**config.mk**
```make
export PLATFORM = sky130hd
export DESIGN_NAME = prefix_sub16_pipe
export DESIGN_NICKNAME = d
export VERILOG_FILES = /design/src/rtl/prefix_pkg.sv /design/src/rtl/prefix_level.sv /design/src/rtl/prefix_sub16_pipe.sv
export SDC_FILE = /design/constraint.sdc
export NUM_CORES = 1
export LEC_CHECK = 0
export ABC_CLOCK_PERIOD_IN_PS = 4300
export CORE_MARGIN = 5
export CORE_UTILIZATION = 30
export DETAILED_ROUTE_END_ITERATION = 12
export MAX_ROUTING_LAYER = met4
export PLACE_DENSITY = 0.58
export SKIP_CTS_REPAIR_TIMING = 1
export SLEW_MARGIN = 40
export SYNTH_ARGS = -nofsm -noshare
export SYNTH_HDL_FRONTEND = slang
export SYNTH_SLANG_ARGS = --single-unit
```
**constraint.sdc**
```tcl
create_clock -name clk -period 4.3 [get_ports clk]
set_input_delay 1.075 -clock clk [delete_from_list [all_inputs] [get_ports clk]]
set_output_delay 1.075 -clock clk [all_outputs]
set_load 0.05 [all_outputs]
```
**src/rtl/prefix_pkg.sv**
```systemverilog
// Shared parallel-prefix carry-network types and cell functions for the 16-bit
// adder and subtractor family.
package prefix_pkg;

  localparam int PFX_WIDTH = 16;

  typedef struct packed {
    logic [PFX_WIDTH-1:0] g;
    logic [PFX_WIDTH-1:0] p;
  } gp_t;

  // Black cell: merge a higher group (i) with the adjacent lower group (j).
  function automatic logic [1:0] black_cell(input logic gi, input logic pi,
                                            input logic gj, input logic pj);
    return {gi | (pi & gj), pi & pj};
  endfunction

endpackage

```
**src/rtl/prefix_level.sv**
```systemverilog
// One combinational Kogge-Stone level: every bit at or above SPAN merges with the
// bit SPAN positions below it, doubling the group width covered by each node.
module prefix_level
  import prefix_pkg::*;
#(
  parameter int SPAN = 1
) (
  input  gp_t cur,
  output gp_t nxt
);

  always_comb begin
    nxt = cur;
    for (int i = SPAN; i < PFX_WIDTH; i++) begin
      {nxt.g[i], nxt.p[i]} = black_cell(cur.g[i], cur.p[i], cur.g[i-SPAN], cur.p[i-SPAN]);
    end
  end

endmodule

```
**src/rtl/prefix_sub16_pipe.sv**
```systemverilog
// Three-stage pipelined 16-bit subtractor (a - b) on a Kogge-Stone prefix network,
// with valid/ready handshakes and borrow, signed-overflow and zero flags.
module prefix_sub16_pipe
  import prefix_pkg::*;
#(
  parameter int WIDTH = 16,
  parameter int TAG_W = 4
) (
  input  logic             clk,
  input  logic             rst_n,
  input  logic             in_valid,
  output logic             in_ready,
  input  logic [WIDTH-1:0] in_a,
  input  logic [WIDTH-1:0] in_b,
  input  logic [TAG_W-1:0] in_tag,
  output logic             out_valid,
  input  logic             out_ready,
  output logic [WIDTH-1:0] out_diff,
  output logic             out_borrow,
  output logic             out_ovf,
  output logic             out_zero,
  output logic [TAG_W-1:0] out_tag
);

  if (WIDTH != PFX_WIDTH) begin : g_width_check
    $error("prefix_sub16_pipe: prefix network only supports WIDTH = 16");
  end

  logic v0, v1, v2;
  logic en0, en1, en2;

  assign en2       = !v2 || out_ready;
  assign en1       = !v1 || en2;
  assign en0       = !v0 || en1;
  assign in_ready  = en0;
  assign out_valid = v2;

  gp_t                  s0_gp;
  logic                 s0_a_msb, s0_b_msb;
  logic [TAG_W-1:0]     s0_tag;

  always_ff @(posedge clk) begin
    if (!rst_n) begin
      v0       <= 1'b0;
      s0_gp    <= '0;
      s0_a_msb <= 1'b0;
      s0_b_msb <= 1'b0;
      s0_tag   <= '0;
    end else if (en0) begin
      v0       <= in_valid;
      s0_gp.g  <= in_a & ~in_b;
      s0_gp.p  <= in_a ^ ~in_b;
      s0_a_msb <= in_a[WIDTH-1];
      s0_b_msb <= in_b[WIDTH-1];
      s0_tag   <= in_tag;
    end
  end

  // Carry-in of 1 is absorbed into bit 0, so every G[i] below is G[i:-1].
  gp_t s1_cin, s1_l1, s1_l2;

  always_comb begin
    s1_cin      = s0_gp;
    s1_cin.g[0] = s0_gp.g[0] | s0_gp.p[0];
  end

  prefix_level #(.SPAN(1)) u_lvl1 (.cur(s1_cin), .nxt(s1_l1));
  prefix_level #(.SPAN(2)) u_lvl2 (.cur(s1_l1),  .nxt(s1_l2));

  gp_t                  s1_gp;
  logic [PFX_WIDTH-1:0] s1_p;
  logic                 s1_a_msb, s1_b_msb;
  logic [TAG_W-1:0]     s1_tag;

  always_ff @(posedge clk) begin
    if (!rst_n) begin
      v1       <= 1'b0;
      s1_gp    <= '0;
      s1_p     <= '0;
      s1_a_msb <= 1'b0;
      s1_b_msb <= 1'b0;
      s1_tag   <= '0;
    end else if (en1) begin
      v1       <= v0;
      s1_gp    <= s1_l2;
      s1_p     <= s0_gp.p;
      s1_a_msb <= s0_a_msb;
      s1_b_msb <= s0_b_msb;
      s1_tag   <= s0_tag;
    end
  end

  gp_t                  s2_l3, s2_l4;
  logic [PFX_WIDTH-1:0] carry;
  logic [PFX_WIDTH-1:0] diff_c;
  logic                 unused_p;

  prefix_level #(.SPAN(4)) u_lvl3 (.cur(s1_gp), .nxt(s2_l3));
  prefix_level #(.SPAN(8)) u_lvl4 (.cur(s2_l3), .nxt(s2_l4));

  assign carry    = s2_l4.g;
  assign diff_c   = s1_p ^ {carry[PFX_WIDTH-2:0], 1'b1};
  // Group propagate of the final level has no consumer.
  assign unused_p = ^s2_l4.p;

  always_ff @(posedge clk) begin
    if (!rst_n) begin
      v2         <= 1'b0;
      out_diff   <= '0;
      out_borrow <= 1'b0;
      out_ovf    <= 1'b0;
      out_zero   <= 1'b0;
      out_tag    <= '0;
    end else if (en2) begin
      v2         <= v1;
      out_diff   <= diff_c;
      out_borrow <= ~carry[PFX_WIDTH-1];
      out_ovf    <= (s1_a_msb ^ s1_b_msb) & (diff_c[PFX_WIDTH-1] ^ s1_a_msb);
      out_zero   <= (diff_c == '0);
      out_tag    <= s1_tag;
    end
  end

endmodule

```
==> run metrics <==
Max H-tree Level 4; starting density of the core 0.303; Hold Path Class reg -> reg; num rows 47; clk_lat worst skew ~400 ps; CP max stage cell clkdlybuf4s50_1; fmax slightly above 300 MHz; crit-path max FO 2; Async S/R FF share, synth 0; die span in y about 140 um; VDD IR max 0.296 mV; CP required roughly 3200 ps; Worst R2R Path Depth 7; hold path depth 2; GPL Wtd Cong 0.838; vias per cell 4.67; Max-Slew Margin vs Limit 0.609; Clock Pin Slew Worst Setup and Hold Paths 50 ps; cell area after synthesis 4990 um2; Clock Path Buffers 2; root buf cell clkbuf_16; status finished clean; DP HPWL 8.74 mm; drc violations 0; initial antenna violation count 0; Synthesis Warnings 0; Routed WL around 12 mm; Worst setup SP type input port; leakage 2.54 nW; sequential share of power 0.406; Combinational Power Share 0.088; PortBufs 64; Seq/Total Area, Yosys 0.458; maxcap violations 0; Synth Register Bits 114; placed instance count between 800 and 900; clock period minus worst slack ~3300 ps; Layout Skew slightly above 5 ps; clock power share 0.506; Pint 2.19 mW; largest net degree at the start of global routing 72; post-route clock period utilization 0.764; crit-path max cell delay 430 ps; unrepaired setup endpoints after global routing false; Sequential Area 2280 um2; first-pass GRT wire length 20.8 mm; post-layout util 0.390; nets@finish between 700 and 800; Critical Path Stages 5; Ant. Diodes 0; Final Hold Slack 460 ps; critical path's top delay family buffers and inverters; power per cell area 444 nW/um2; worst slew pin tran 586 ps; most common cell after layout, fill and taps aside nand2_1; die width 139 um; Routed Antenna Nets 0; # IOs 65; average wire per standard cell roughly 14 um; CP Capture Type output port; setup_tns 0 ps; Post-synth EDFFs 0; crit path cell chain clkdlybuf4s50_1 -> nor2b_2 -> and3_1 -> inv_1 -> buf_4; Gate Count Post-Synth 612; clk sinks 114; gr usage total 0.136; Sw Pwr 0.656 mW; count of final hold-check violations 0; final cell count without fillers 898; TritonCTS buffer count 17; Crit Path Class in -> out; vias in the first global route 4210; share of cells above drive strength 1 0.0693; pins over their slew limit 0; Layout area overhead 28.6%; critical path arrival 2210 ps; Distinct cells, synth 42; switch share 0.230; area of the multi-input gates 2470 um2; ys flop type dfxtp_1; most frequent cells in the layout 158 x nand2_1, 114 x dfxtp_1, 76 x a21boi_0; WP buf/inv 3; Mapped Nets 668; grt ovf 0; Avg Cell Area, Syn 8.15 um2; via count 4195; Die Area just under 20000 um2; CTS tree built; Initial DRC Count 244; Pre-Repair DR Iteration Count 4; Fillers 1700; core area roughly 16000 um2; # setup viols final 0
[power groups by stage]
stage               clock network, mW  logic, mW  registers (mW)
floorplan                           0      0.119            1.20
global placement                    0      0.251            1.18
detailed placement                  0      0.253            1.18
CTS                              1.47      0.255            1.16
global route                     1.53      0.283            1.16
finish                           1.44      0.251            1.16
[path summary, 6_finish.rpt]
check             start         end  slack (ps)
max           out_ready    in_ready        1010
min          out_tag[3]  out_tag[3]         460
max reg2reg   out_valid   s1_gp[14]        2160
min reg2reg  out_tag[3]  out_tag[3]         460
[final cells by class]
cell class / count / area share
sequential: 114 / 0.356
inverter: 19 / 0.0111
clock buffer: 22 / 0.0755
tap: 220 / 0.0429
multi-input combinational: 441 / 0.386
timing repair buffer: 72 / 0.108
clock inverter: 10 / 0.0203
[worst min-delay path: stages (launching register included)]
cell and delay (ps):
dfxtp_1 310, nand2_1 50, a21boi_0 60
[flip-flops by register name, indices dropped and copies added (netlist names)]
name	flops
out_zero	1
out_valid	1
s1_p	15
s1_b_msb	1
out_diff	16
s0_a_msb	1
out_borrow	1
v0	1
s1_a_msb	1
v1	1
s1_gp	29
s0_b_msb	1
s0_tag	4
out_tag	4
s1_tag	4
out_ovf	1
s0_gp	32
[stage by stage]
stage          worst slack, ps  total power [mW]  area [um2]
2_1_floorplan             1410              1.32        4990
3_3_place_gp               994              1.43        5790
3_5_place_dp              1010              1.43        5800
4_1_cts                   1000              2.88        6410
5_1_grt                    952              2.97        6410
6_report                  1010              2.85        6410
[cells in the mapped netlist (6+ instances only)]
cell type	number	share of area
a21oi_1	32	0.032
nand2_1	158	0.12
nand3_1	8	0.0080
clkbuf_1	25	0.019
a21o_1	7	0.011
nor2b_1	16	0.020
dfxtp_1	114	0.46
nor3_1	15	0.015
a21boi_0	76	0.11
nor2_1	28	0.021
o21ai_0	31	0.031
buf_2	10	0.010
and2_1	6	0.0075
xnor2_1	7	0.012
ha_1	16	0.040
inv_1	19	0.014
o21a_1	6	0.0090
[cells by family (layout without fill, tap and decap cells)]
logic type      count (synthesis)  in the layout  share of synthesized area
simple gates                  248            248                      0.215
buf+inv                        57            123                     0.0469
xor+xnor                        8              8                     0.0140
mux                             1              1                    0.00201
fa+ha+maj                      16             16                     0.0401
flops                         114            114                      0.458
compound gates                168            168                      0.225
[metal layers]
layer | vias to the layer above | share of wire | GRT usage
li1 | 2161 | - | -
met1 | 1931 | 0.49 | 0.177
met2 | 95 | 0.45 | 0.203
met3 | 8 | 0.049 | 0.0417
met4 | 0 | 0.010 | 0.0438
met5 | - | 0 | -
Note: power is estimated with default switching activity, not from simulation.
